<file path="src/rtl/sum_host_pkg.sv">
// Shared types and constants for the summation host controller.
package sum_host_pkg;

  localparam int unsigned ADDR_W = 3;
  localparam int unsigned DATA_W = 8;
  localparam int unsigned DEPTH  = 1 << ADDR_W;

  typedef enum logic [2:0] {
    IDLE,
    LOAD,
    VERIFY,
    RUN,
    WAIT,
    DONE
  } state_t;

  localparam logic [1:0] ERR_OK       = 2'b00;
  localparam logic [1:0] ERR_READBACK = 2'b01;
  localparam logic [1:0] ERR_SUM      = 2'b10;
  localparam logic [1:0] ERR_TIMEOUT  = 2'b11;

endpackage

</file>
<file path="src/rtl/sum_host_shadow.sv">
// Local copy of the bytes written to the sum unit, used to check readback.
module sum_host_shadow
  import sum_host_pkg::*;
(
  input  logic              clk,
  input  logic              we,
  input  logic [ADDR_W-1:0] waddr,
  input  logic [DATA_W-1:0] wdata,
  input  logic [ADDR_W-1:0] raddr,
  output logic [DATA_W-1:0] rdata_c
);

  logic [DATA_W-1:0] mem [DEPTH];

  always_ff @(posedge clk) begin
    if (we) mem[waddr] <= wdata;
  end

  assign rdata_c = mem[raddr];

endmodule

</file>
<file path="src/rtl/sum_host_ctrl.sv">
// Loads bytes into the sum unit, verifies them by readback, runs the
// summation and checks the returned answer against a local sum.
module sum_host_ctrl
  import sum_host_pkg::*;
#(
  parameter int unsigned TIMEOUT = 16
) (
  input  logic              clk,
  input  logic              rst,
  input  logic              cmd_go,
  input  logic [ADDR_W-1:0] cmd_len,
  input  logic [DATA_W-1:0] in_data,
  input  logic              in_valid,
  output logic              in_ready,
  output logic [ADDR_W-1:0] m_addr,
  output logic              m_we,
  output logic [DATA_W-1:0] m_din,
  output logic              m_re,
  output logic              m_start,
  input  logic [DATA_W-1:0] m_dout,
  input  logic              m_done,
  input  logic [DATA_W-1:0] m_ans,
  output logic              busy,
  output logic              res_valid,
  output logic [DATA_W-1:0] res_sum,
  output logic [1:0]        err_code
);

  localparam int unsigned TCNT_W = $clog2(TIMEOUT + 1);

  state_t            state;
  logic [ADDR_W-1:0] len;
  logic [ADDR_W-1:0] idx;
  logic [ADDR_W-1:0] cmp_addr;
  logic              cmp_pend;
  logic              rd_done;
  logic [DATA_W-1:0] sum;
  logic [TCNT_W-1:0] tcnt;
  logic [DATA_W-1:0] shadow_rdata_c;
  logic              load_fire_c;
  logic              timeout_c;

  assign load_fire_c = (state == LOAD) && in_valid && in_ready;
  // err_code becomes visible exactly TIMEOUT cycles after the m_start cycle
  assign timeout_c   = (32'(tcnt) + 32'd2) >= TIMEOUT;

  sum_host_shadow u_shadow (
    .clk     (clk),
    .we      (load_fire_c),
    .waddr   (idx),
    .wdata   (in_data),
    .raddr   (cmp_addr),
    .rdata_c (shadow_rdata_c)
  );

  always_ff @(posedge clk) begin
    if (rst) begin
      state     <= IDLE;
      len       <= '0;
      idx       <= '0;
      cmp_addr  <= '0;
      cmp_pend  <= 1'b0;
      rd_done   <= 1'b0;
      sum       <= '0;
      tcnt      <= '0;
      in_ready  <= 1'b0;
      m_addr    <= '0;
      m_we      <= 1'b0;
      m_din     <= '0;
      m_re      <= 1'b0;
      m_start   <= 1'b0;
      busy      <= 1'b0;
      res_valid <= 1'b0;
      res_sum   <= '0;
      err_code  <= ERR_OK;
    end else begin
      m_we      <= 1'b0;
      m_re      <= 1'b0;
      m_start   <= 1'b0;
      res_valid <= 1'b0;
      // read data returns one cycle after m_re; remember which address it belongs to
      cmp_pend  <= m_re;
      cmp_addr  <= m_addr;

      case (state)
        IDLE: begin
          if (cmd_go) begin
            len      <= cmd_len;
            idx      <= '0;
            sum      <= '0;
            res_sum  <= '0;
            err_code <= ERR_OK;
            in_ready <= 1'b1;
            busy     <= 1'b1;
            state    <= LOAD;
          end
        end

        LOAD: begin
          if (load_fire_c) begin
            m_we   <= 1'b1;
            m_addr <= idx;
            m_din  <= in_data;
            sum    <= sum + in_data;
            idx    <= idx + 1'b1;
            if (idx == len) begin
              in_ready <= 1'b0;
              idx      <= '0;
              rd_done  <= 1'b0;
              state    <= VERIFY;
            end
          end
        end

        VERIFY: begin
          if (cmp_pend && (m_dout != shadow_rdata_c)) begin
            err_code  <= ERR_READBACK;
            res_valid <= 1'b1;
            state     <= DONE;
          end else if (cmp_pend && (cmp_addr == len)) begin
            m_start <= 1'b1;
            state   <= RUN;
          end else if (!rd_done) begin
            m_re    <= 1'b1;
            m_addr  <= idx;
            idx     <= idx + 1'b1;
            rd_done <= (idx == len);
          end
        end

        RUN: begin
          tcnt  <= '0;
          state <= WAIT;
        end

        WAIT: begin
          if (m_done) begin
            res_sum   <= m_ans;
            if (m_ans != sum) err_code <= ERR_SUM;
            res_valid <= 1'b1;
            state     <= DONE;
          end else if (timeout_c) begin
            err_code  <= ERR_TIMEOUT;
            res_valid <= 1'b1;
            state     <= DONE;
          end else begin
            tcnt <= tcnt + 1'b1;
          end
        end

        DONE: begin
          busy  <= 1'b0;
          state <= IDLE;
        end

        default: state <= IDLE;
      endcase
    end
  end

endmodule

</file>
<file path="config.mk">
export PLATFORM = sky130hd
export DESIGN_NAME = sum_host_ctrl
export DESIGN_NICKNAME = d
export VERILOG_FILES = /design/src/rtl/sum_host_pkg.sv /design/src/rtl/sum_host_shadow.sv /design/src/rtl/sum_host_ctrl.sv
export SDC_FILE = /design/constraint.sdc
export NUM_CORES = 1
export LEC_CHECK = 0
export CORE_ASPECT_RATIO = 0.8
export CORE_MARGIN = 3
export CORE_UTILIZATION = 40
export CTS_CLUSTER_SIZE = 16
export DETAILED_ROUTE_END_ITERATION = 10
export GPL_ROUTABILITY_DRIVEN = 0
export SLEW_MARGIN = 15
export SYNTH_ARGS = -nofsm -noshare
export SYNTH_HDL_FRONTEND = slang
export SYNTH_HIERARCHICAL = 1
export SYNTH_SLANG_ARGS = --single-unit
</file>
<file path="constraint.sdc">
create_clock -name clk -period 2.9 [get_ports clk]
set_input_delay 0.29 -clock clk [delete_from_list [all_inputs] [get_ports clk]]
set_output_delay 0.29 -clock clk [all_outputs]
set_load 0.005 [all_outputs]
</file>
Yosys cells after proc, flatten, opt, wreduce, memory -nomap -nowiden
Memories as Yosys holds them, arrays and structs flattened. A register that Yosys moved wholly into a read port is not among the register bits.
Cells that the tools add are included.
- flip-flop bits (word level): 54
- RAM bits: 64
- input bits: 32
- output and inout port bits: 27
- word-level logic and storage cells: 127
- memories kept: 1
- memory list (memory ; words ; bits a word ; rd ports ; clocked after Yosys merged registers in ; write ports ; RTL line ; RTL):
    u_shadow.mem ; 8 ; 8 ; 1 ; 1 ; 1 ; sum_host_shadow.sv:13 ; logic [DATA_W-1:0] mem [DEPTH];
- $add $sub $neg: 4
- magnitude comparators: 1
- eq/ne operators: 22
- multiplexer cells: 52
- bitwise operators: 2
- reduce and logical (&&, ||, !) cells: 27
- operator list (kind ; number):
    $mux W3 ; 18
    $pmux W8 S2 ; 2
    $mux W8 ; 3
    $reduce_and A5 Y1 ; 4
    $ne A2 B2 Y1 const B ; 9
    $ne A8 B8 Y1 ; 2
    $pmux W3 S5 ; 1
    $mux W1 ; 13
    $mux W2 ; 5
    $mux W5 ; 2
    $pmux W5 S2 ; 1
    $reduce_bool A2 Y1 ; 5
    $ne A3 B3 Y1 const B ; 3
    $pmux W3 S3 ; 1
    $reduce_and A3 Y1 ; 3
    $add A8 B8 Y8 ; 1
    $pmux W1 S2 ; 4
    $add A5 B2 Y6 const B ; 1
    $eq A3 B2 Y1 const B ; 2
    $eq A3 B3 Y1 ; 2
    $eq A3 B3 Y1 const B ; 2
    $ge A6 B5 Y1 const B ; 1
    $pmux W2 S3 ; 1
    $pmux W3 S2 ; 1
    14 further kinds ; 21

Depth between registers and ports, before layout
Gate-level depths: netlist (run 1).
- depth in word-level cells: 5
- gate-level depth with buffers: 10

Hierarchy
Netlist (run 1), hierarchy kept.
- by module, submodules not included (module ; times used ; cells an instance ; area an instance (µm²) ; sequential area each (µm²)):
    sum_host_ctrl ; 1 ; 319 ; 2672.6 ; 1081.0
    sum_host_shadow ; 1 ; 106 ; 2531.2 ; 1921.8

Least setup slack after synthesis (run 1)
No wires, ideal clock.
- path kind: flip-flop to flip-flop
- from: reg cmp_addr[0]
- to: reg m_addr[0]
- setup time: 128 ps
- data arrival time: 2695 ps
- data required time: 2772 ps
- path slack: 78 ps
- stages on the path, launching flop included: 11
- buffers on the path: 2
- period minus slack after synthesis: 2822 ps
- path through: dfxtp_1 -> buf_6 -> buf_12 -> mux4_1 -> mux2_2 -> xor2_1 -> nor4_4 -> a21boi_2 -> o41ai_4 -> mux2i_1 -> nor2_1
- cells in the longest elaborated chain, start to end: 4
- RTL lines (what ; RTL line ; RTL):
    start: declaration ; sum_host_ctrl.sv:34 ; logic [ADDR_W-1:0] cmp_addr;
    start signal: assignment ; sum_host_ctrl.sv:83 ; cmp_addr <= m_addr;
    $eq A3 B3 Y1 ; sum_host_ctrl.sv:120 ; end else if (cmp_pend && (cmp_addr == len)) begin
    $logic_and A1 B1 Y1 ; sum_host_ctrl.sv:120 ;
    $ne A2 B2 Y1 (no line) ; - ;
    $reduce_and A5 Y1 (no line) ; - ;
    end signal: assignment ; sum_host_ctrl.sv:102 ; m_addr <= idx;
    end signal: assignment ; sum_host_ctrl.sv:125 ; m_addr <= idx;
    end: declaration ; sum_host_ctrl.sv:15 ; output logic [ADDR_W-1:0] m_addr,
Every way passes these cells.
A chain may end at the register's enable or synchronous reset.

Worst setup path after layout (run 1)
- from: reg cmp_addr[0]
- to: reg idx[0]
- cells in the longest elaborated chain, start to end: 4
- RTL lines (what ; RTL line ; RTL):
    $eq A3 B3 Y1 ; sum_host_ctrl.sv:120 ;
    $logic_and A1 B1 Y1 ; sum_host_ctrl.sv:120 ;
    $ne A2 B2 Y1 (no line) ; - ;
    $reduce_and A6 Y1 (no line) ; - ;
    end signal: assignment ; sum_host_ctrl.sv:105 ; idx <= idx + 1'b1;
    end signal: assignment ; sum_host_ctrl.sv:126 ; idx <= idx + 1'b1;
    end: declaration ; sum_host_ctrl.sv:33 ; logic [ADDR_W-1:0] idx;
Every way passes these cells.

==> impl_metrics.env, run 1 <==
export IMPL_synth_edff_count=64
export IMPL_clock_sinks=118
export IMPL_period_needed_ns=2.97
export IMPL_dr_pass1_iters=5
export IMPL_postPlaceCellArea_um2=6100
export IMPL_final_cell_area_um2=6840
export IMPL_async_reset_ff_share_pct=0
export IMPL_synth_yosys_seq_area_share_pct=57.7
export IMPL_crit_type="flop to flop"
export IMPL_yosys_area_top_type="edfxtp_1"
export IMPL_grt_max_degree=39
export IMPL_clk_latency_ns=0.41
export IMPL_fill_cells=1066
export IMPL_power_leakage_nw=2.38
export IMPL_start_util_pct=41.9
export IMPL_syn_avg_cell_area_um2=12.2
export IMPL_finalWorstSetupSlack_ns=-0.0733
export IMPL_maxSlewViolCount=0
export IMPL_ys_flop_type="edfxtp_1"
export IMPL_port_buffers=58
export IMPL_syn_area_um2=5200
export IMPL_tightest_slew_ns=0.815
export IMPL_grt_pass1_wl_mm=19.7
export IMPL_hold_buffers=0
export IMPL_grt_pass1_vias=3594
export IMPL_drt_initial_drc_count=278
export IMPL_fin_crit_sh_pct=103
export IMPL_synth_top_cell_area_share_pct=36.9
export IMPL_swShare_pct=25.7
export IMPL_synth_cells=425
export IMPL_die_area_um2=14400
export IMPL_cts_clk_slew_worst_paths_ns=0.06
export IMPL_outcome="finished, violations left"
export IMPL_area_growth_syn_to_layout_pct=31.4
export IMPL_cp_required_ns=3.18
export IMPL_net_switching_power_mw=1.12
export IMPL_vias=3659
export IMPL_synth_warnings=6
export IMPL_crit_arrival_ns=3.25
export IMPL_clock_skew_ns=0.0115
export IMPL_ys_types=50
export IMPL_rows=36
export IMPL_cts_max_level=4
export IMPL_clockPowerShare_pct=45.7
export IMPL_die_x_um=134
export IMPL_clockBufferDepth=2
export IMPL_cts_made_buffers=17
export IMPL_routed_via_density=5.19
export IMPL_crit_path_end_kind="flop"
export IMPL_drive_above_1_share_pct=19.3
export IMPL_final_nets=563
export IMPL_fmax_mhz=336
export IMPL_p_total_mw=4.34
export IMPL_worstSetupStartpointType="flop"
export IMPL_hold_viol=0
export IMPL_antenna_found_initial=0
export IMPL_hpwl_mm=8.52
export IMPL_ys_ff_latch=118
export IMPL_cts_root_buf="clkbuf_16"
export IMPL_finalSetupViolCount=3
export IMPL_track_usage_pct=18.2
export IMPL_p_int_mw=3.23
export IMPL_hold_path_class="input pin to flop"
export IMPL_combPwrFrac_pct=11.5
export IMPL_syn_num_nets=467
export IMPL_die_height_um=108
export IMPL_yosys_top_cells_area="edfxtp_1, dfxtp_1, mux4_1"
export IMPL_io_pins=59
export IMPL_wirelength_mm=12.6
export IMPL_violations="setup timing"
export IMPL_postRouteAntennaNets=0
export IMPL_power_frac_seq_pct=42.8
export IMPL_core_area_um2=12400
export IMPL_rsz0062_at_grt="true"
export IMPL_cts_tree="built"
export IMPL_cp_max_fo=6
export IMPL_final_cell_mix="edfxtp_1, clkdlybuf4s50_1, nand2_1"
export IMPL_overflow=0
export IMPL_drv_cap=0
export IMPL_drc=0
export IMPL_ir_worst_vdd_v=0.000478
export IMPL_final_common_cell="edfxtp_1"
export IMPL_power_density_nw_per_um2=635
export IMPL_diodes=0
export IMPL_maxSlewHeadroom_pct=45.3
export IMPL_wl_per_cell_um=17.9
==> cell usage after synthesis, types with 2 or more instances <==
| library cell | instances |
|---|---|
| nand4_1 | 10 |
| clkbuf_1 | 12 |
| nor4_4 | 2 |
| buf_1 | 2 |
| nand2_1 | 56 |
| a31oi_1 | 4 |
| nand3_1 | 16 |
| dfxtp_1 | 54 |
| nor2b_1 | 7 |
| mux2_2 | 8 |
| o21ai_1 | 2 |
| nand2b_1 | 5 |
| o41ai_4 | 2 |
| nor3_1 | 8 |
| o21a_1 | 2 |
| mux4_1 | 15 |
| edfxtp_1 | 64 |
| o21ai_0 | 9 |
| nor2_1 | 26 |
| or3_1 | 3 |
| mux2i_1 | 4 |
| a21oi_1 | 42 |
| xnor2_1 | 13 |
| o211ai_1 | 2 |
| ha_1 | 9 |
| xor2_1 | 15 |
| inv_1 | 8 |
| buf_2 | 3 |
==> sequential cells by signal, summed over array words and instances (netlist names), 2 cells and up <==
name,count
idx,3
len,3
tcnt,5
m_addr,3
err_code,2
res_sum,8
sum,8
state,3
u_shadow/mem,64
m_din,8
cmp_addr,3
==> power groups by stage <==
stage               Sequential [mW]  Combinational (mW)  Clock, mW
floorplan                      1.87               0.282          0
global route                   1.87               0.544       2.10
global placement               1.89               0.446          0
CTS                            1.86               0.464       2.02
detailed placement             1.89               0.453          0
finish                         1.86               0.498       1.98
==> cell type report <==
type | instances | area (um^2) | share of cell area [%]
sequential | 118 | 3000 | 43.9
multi-input combinational | 279 | 2110 | 30.9
timing repair buffer | 96 | 905 | 13.2
clock buffer | 17 | 425 | 6.22
tap | 171 | 214 | 3.13
clock inverter | 15 | 146 | 2.14
inverter | 9 | 33.8 | 0.494
==> layer usage <==
metal	track usage, %	up-vias	wire length, um
met3	5.63	9	712
met5	0	-	0
met1	25.2	1788	5950
li1	-	1756	-
met2	28.0	106	5850
met4	4.85	0	106
==> worst max-delay path: stages, from the launching register on <==
cell and delay, ns:
dfxtp_2 0.34, buf_6 0.12, buf_6 0.11, buf_6 0.09, mux4_2 0.47, mux2_4 0.28
xor2_2 0.16, nor4_4 0.32, a21boi_2 0.13, buf_4 0.17, o41ai_4 0.41, buf_4 0.19
o31ai_2 0.06
==> cell families after synthesis <==
family / Yosys count / share of synthesized area [%]
AOI/OAI and AO/OA: 73 / 8.87
xor gates and xnor gates: 28 / 4.71
adders and majority gates: 10 / 2.55
buffers and inverters: 28 / 2.55
DFF: 118 / 57.7
muxes: 28 / 10.5
and+or+nand+nor: 140 / 13.1
==> repair_timing <==
item / 4_1_cts / 5_1_grt
resized for setup: 20 / 8
buffers inserted: 6 / 6
pin swaps: 10 / 8
setup endpoints to repair: 5 / 6
==> stage by stage <==
| step | TNS [ns] | worst slack, ns | std cells | hold slack [ns] | util (%) |
|---|---|---|---|---|---|
| 6_report | -0.137 | -0.0733 | 705 | 0.163 | 55.0 |
| 5_1_grt | -0.801 | -0.179 | 705 | 0.158 | 55.0 |
| 4_1_cts | -0.118 | -0.0500 | 699 | 0.146 | 54.4 |
| 3_5_place_dp | -0.0712 | -0.0372 | 661 | 0.446 | 49.1 |
| 3_3_place_gp | 0 | 0.0102 | 661 | 0.444 | 49.1 |
| 2_1_floorplan | 0 | 0.0776 | 425 | 0.389 | - |
==> final timing paths <==
path           endpoint  cells past startpoint  slack, ns         from
max              idx[0]                     12      -0.07  cmp_addr[0]
min            state[2]                      2       0.16          rst
max reg2reg      idx[0]                     12      -0.07  cmp_addr[0]
min reg2reg  res_sum[7]                      2       0.45   res_sum[7]
Power figures use the tool's default switching activity.
==> run 2, diff against run 1 <==
--- a/config.mk
+++ b/config.mk
@@ -7,7 +7,7 @@
 export LEC_CHECK = 0
 export CORE_ASPECT_RATIO = 0.8
 export CORE_MARGIN = 3
-export CORE_UTILIZATION = 40
+export CORE_UTILIZATION = 28
 export CTS_CLUSTER_SIZE = 16
 export DETAILED_ROUTE_END_ITERATION = 10
 export GPL_ROUTABILITY_DRIVEN = 0
==> constraint.sdc (replaced) <==
create_clock -name clk -period 2.9 [get_ports clk]
set_input_delay 0.29 -clock clk [delete_from_list [all_inputs] [get_ports clk]]
set_output_delay 0.29 -clock clk [all_outputs]
set_load 0.01 [all_outputs]
==> run 2 against run 1 <==
The flow now finishes without violations. First-iteration DRC count increased by 2.2%. Critical path depth decreased by 3. Final cell count increased by 6.7%. Register-to-register slack improved by 0.08 ns. Combinational power shrank 4%. Sequential share of layout area increased by 0.13 points. Highest routed layer unchanged.
==> impl_metrics.env, run 2 (same netlist as run 1, synthesis figures left out) <==
export IMPL_crit_type="flop to flop"
export IMPL_clock_skew_ns=0.0145
export IMPL_diodes=0
export IMPL_wirelength_mm=12.4
export IMPL_top_register="u_shadow/mem"
export IMPL_power_density_nw_per_um2=630
export IMPL_dr_pass1_iters=5
export IMPL_max_stage_delay_ns=0.53
export IMPL_hpwl_mm=8.81
export IMPL_fmax_mhz=346
export IMPL_rsz0062_at_grt="true"
export IMPL_port_buffers=58
export IMPL_outcome="complete, no violations"
export IMPL_area_growth_syn_to_layout_pct=31.1
export IMPL_antenna_found_initial=0
export IMPL_tightest_slew_ns=0.735
export IMPL_grt_pass1_wl_mm=19.6
export IMPL_period_needed_ns=2.89
export IMPL_rows=43
export IMPL_routed_via_density=4.84
export IMPL_hold_buffers=0
export IMPL_worstSetupStartpointType="flop"
export IMPL_drt_initial_drc_count=284
export IMPL_cts_clk_slew_worst_paths_ns=0.05
export IMPL_final_nets=556
export IMPL_postRouteAntennaNets=0
export IMPL_wl_per_cell_um=16.5
export IMPL_start_util_pct=29.3
export IMPL_cp_required_ns=3.20
export IMPL_cp_max_fo=7
export IMPL_drv_cap=0
export IMPL_maxSlewViolCount=0
export IMPL_register_area_um2=3010
export IMPL_crit_arrival_ns=3.20
export IMPL_die_area_um2=20300
export IMPL_hold_path_class="input pin to flop"
export IMPL_grt_pass1_vias=3583
export IMPL_vias=3640
export IMPL_grt_max_degree=33
export IMPL_finalSetupViolCount=0
export IMPL_clockBufferDepth=2
export IMPL_cts_made_buffers=17
export IMPL_die_height_um=128
export IMPL_ir_worst_vdd_v=0.000392
export IMPL_path_buf_inv=1
export IMPL_track_usage_pct=12.8
export IMPL_cts_max_level=4
export IMPL_io_pins=59
export IMPL_crit_path_end_kind="flop"
export IMPL_largest_reg_flops=64
export IMPL_fin_crit_sh_pct=99.7
export IMPL_cts_root_buf="clkbuf_16"
export IMPL_power_leakage_nw=2.36
export IMPL_setup_tns_ns=0
export IMPL_path_cells="buf_8 > mux4_1 > mux2_2 > xor2_1 > nor4_4 > a21boi_4 > o41ai_4 > nand3_1 > o31ai_1"
export IMPL_die_x_um=158
export IMPL_final_cell_mix="edfxtp_1, clkdlybuf4s50_1, nand2_1"
export IMPL_slowest_stage="mux4_1"
export IMPL_core_area_um2=17800
export IMPL_drive_above_1_share_pct=15.4
export IMPL_critical_path_top_delay_family="multiplexers"
export IMPL_multi_input_area_um2=2070
export IMPL_hold_viol=0
export IMPL_maxSlewHeadroom_pct=50.6
export IMPL_drc=0
export IMPL_clock_sinks=118
export IMPL_fill_cells=1658
export IMPL_cts_tree="built"
export IMPL_clk_latency_ns=0.42
export IMPL_overflow=0
export IMPL_final_core_util_pct=38.4
export IMPL_final_common_cell="edfxtp_1"
==> run 2: changes by cell type in the layout (fill, tap and decap cells not counted), sizes merged <==
cell           change
clkbuf             +9
bufinv             -1
inv                -5
clkinvlp           -3
buf                -9
clkdlybuf4s50      +1
clkinv             +1
==> run 2: path summary, 6_finish.rpt <==
kind	startpoint	end	slack (ns)	cells past startpoint
max reg2reg	cmp_addr[0]	idx[0]	0.008	9
min reg2reg	res_sum[3]	res_sum[3]	0.45	2
min	cmd_len[1]	len[1]	0.44	3
max	cmp_addr[0]	idx[0]	0.008	9
==> run 2: final cells by class <==
type                            count  area share (%)
Sequential cell                   118            44.1
Multi-Input combinational cell    279            30.3
Timing Repair Buffer               89            12.7
Clock buffer                       25            7.72
Tap cell                          225            4.13
Clock inverter                      7           0.642
Inverter                            9           0.495
==> run 2: metal layers <==
layer | GRT usage (%) | wire, um | share of wire (%) | vias up
met5 | 0 | 0 | 0 | -
met1 | 17.8 | 5790 | 47 | 1786
li1 | - | - | - | 1755
met4 | 3.44 | 80 | 0.64 | 0
met3 | 3.88 | 746 | 6.0 | 6
met2 | 19.4 | 5800 | 47 | 93
==> run 2: where the power goes <==
| group | total, mW | switching, mW | internal, mW | leakage (nW) |
|---|---|---|---|---|
| sequential | 1.85 | 0.0469 | 1.80 | 1.01 |
| combinational | 0.479 | 0.268 | 0.212 | 1.06 |
| clock | 1.97 | 0.716 | 1.25 | 0.280 |
| total | 4.30 | 1.03 | 3.27 | 2.36 |
==> run 2: worst min-delay path, stage by stage <==
cell             delay [ns]
clkdlybuf4s50_1        0.41
nand2_1                0.06
a21oi_1                0.05
==> run 2: through the flow <==
stage	setup slack [ns]	std cells	total power [mW]	hold slack [ns]	instance area (um^2)
finish	0.00840	752	4.30	0.442	6820
global route	-0.141	752	4.48	0.441	6820
CTS	0.00246	751	4.33	0.438	6800
detailed placement	-0.0635	716	2.35	0.449	6190
global placement	0.00844	716	2.34	0.442	6190
floorplan	0.0776	425	2.16	0.389	5200
==> run 2: timing repair <==
action,4_1_cts,5_1_grt
setup buffers,3,0
setup endpoints to repair,5,8
resized for setup,4,4
pin swaps,4,5
gates cloned,0,1
==> run 3, diff against run 2 <==
--- a/config.mk
+++ b/config.mk
@@ -11,6 +11,7 @@
 export CTS_CLUSTER_SIZE = 16
 export DETAILED_ROUTE_END_ITERATION = 10
 export GPL_ROUTABILITY_DRIVEN = 0
+export SKIP_CTS_REPAIR_TIMING = 1
 export SLEW_MARGIN = 15
 export SYNTH_ARGS = -nofsm -noshare
 export SYNTH_HDL_FRONTEND = slang
==> run 3 against run 2 <==
Sequential power is essentially flat. Non-clock buffer count down 1. Largest power group unchanged. Fmax is 0.34% higher. Highest routed layer unchanged. Total power barely moved.
==> impl_metrics.env, run 3 (same netlist as run 1, synthesis figures left out) <==
export IMPL_hpwl_mm=8.81
export IMPL_cpMostUsedCell="buf_4"
export IMPL_final_cell_mix="edfxtp_1, clkdlybuf4s50_1, nand2_1"
export IMPL_fmax_mhz=347
export IMPL_clk_latency_ns=0.41
export IMPL_final_nets=555
export IMPL_cp_max_fo=10
export IMPL_grt_pass1_vias=3567
export IMPL_antenna_found_initial=0
export IMPL_drv_cap=0
export IMPL_drive_above_1_share_pct=15.2
export IMPL_maxSlewHeadroom_pct=50.6
export IMPL_worstSetupStartpointType="flop"
export IMPL_path_cells="buf_12 > buf_4 > mux4_1 > mux2_2 > xor2_1 > nor4_4 > buf_4 > a21boi_4 > o41ai_4 > nand3_1 > o31ai_1"
export IMPL_die_height_um=128
export IMPL_diodes=0
export IMPL_p_total_mw=4.29
export IMPL_instances_no_fill=751
export IMPL_grt_max_degree=33
export IMPL_rsz0062_at_grt="true"
export IMPL_maxSlewViolCount=0
export IMPL_area_growth_syn_to_layout_pct=30.6
export IMPL_core_area_um2=17800
export IMPL_start_util_pct=29.3
export IMPL_port_buffers=58
export IMPL_place_inst=716
export IMPL_tightest_slew_ns=0.735
export IMPL_crit_arrival_ns=3.18
export IMPL_cts_root_buf="clkbuf_16"
export IMPL_dr_pass1_iters=6
export IMPL_clock_sinks=118
export IMPL_setup_tns_ns=0
export IMPL_power_leakage_nw=2.34
export IMPL_wirelength_mm=12.4
export IMPL_finalWorstSetupSlack_ns=0.0182
export IMPL_clockBufferDepth=2
export IMPL_largest_reg_flops=64
export IMPL_ir_worst_vdd_v=0.000380
export IMPL_overflow=0
export IMPL_postRouteAntennaNets=0
export IMPL_grt_pass1_wl_mm=19.5
export IMPL_hold_ws_ns=0.452
export IMPL_place_ws_ns=-0.0635
export IMPL_cp_required_ns=3.20
export IMPL_fill_cells=1669
export IMPL_clock_skew_ns=0.0102
export IMPL_die_area_um2=20300
export IMPL_top_register="u_shadow/mem"
export IMPL_hold_viol=0
export IMPL_wl_per_cell_um=16.5
export IMPL_cts_max_level=4
export IMPL_rows=43
export IMPL_vias=3657
export IMPL_final_common_cell="edfxtp_1"
export IMPL_period_needed_ns=2.88
export IMPL_crit_type="flop to flop"
export IMPL_outcome="complete, no violations"
export IMPL_routed_via_density=4.87
export IMPL_slowest_stage="mux4_1"
export IMPL_fin_crit_sh_pct=99.4
export IMPL_cts_clk_slew_worst_paths_ns=0.05
export IMPL_power_density_nw_per_um2=632
export IMPL_crit_path_end_kind="flop"
export IMPL_track_usage_pct=12.7
export IMPL_hold_path_class="flop to flop"
export IMPL_max_stage_delay_ns=0.55
export IMPL_cts_made_buffers=17
export IMPL_finalSetupViolCount=0
export IMPL_die_x_um=158
export IMPL_drt_initial_drc_count=296
export IMPL_drc=0
export IMPL_io_pins=59
export IMPL_cts_tree="built"
-- run 3: area by class of cell --
class	count	area, um^2	share of cell area (%)
clock buffer	25	527	7.75
clock inverter	7	43.8	0.644
inverter	9	33.8	0.497
multi-input combinational	279	2070	30.4
sequential	118	3010	44.2
tap	225	282	4.14
timing repair buffer	88	835	12.3
-- run 3: critical path, delay by kind of cell, from the launching register on --
family                    cells  cell delay, ns
xor gates and xnor gates      1            0.19
muxes                         2            0.83
and+or+nand+nor               2            0.26
AOI/OAI and AO/OA             3            0.69
DFF                           1            0.36
buffers and inverters         3            0.43
-- run 3: worst paths after layout --
kind	cells after the start	end	slack [ns]	from
setup / recovery	11	idx[0]	0.02	cmp_addr[0]
setup reg to reg	11	idx[0]	0.02	cmp_addr[0]
hold / removal	2	res_sum[3]	0.45	res_sum[3]
hold reg to reg	2	res_sum[3]	0.45	res_sum[3]
-- run 3: per-stage QoR --
step	util (%)	area, um^2
floorplan	-	5200
global placement	34.9	6190
detailed placement	34.9	6190
CTS	38.1	6770
global route	38.3	6800
finish	38.3	6800
-- run 3: power breakdown --
part           switching (mW)  total (mW)  internal (mW)
sequential             0.0464        1.85           1.80
combinational           0.268       0.479          0.211
clock                   0.714        1.96           1.25
-- run 3: metal layers --
layer | GRT usage [%] | routed length, um
met1 | 17.6 | 5940
met2 | 19.3 | 5690
met3 | 3.88 | 683
met4 | 3.44 | 93
met5 | 0 | 0
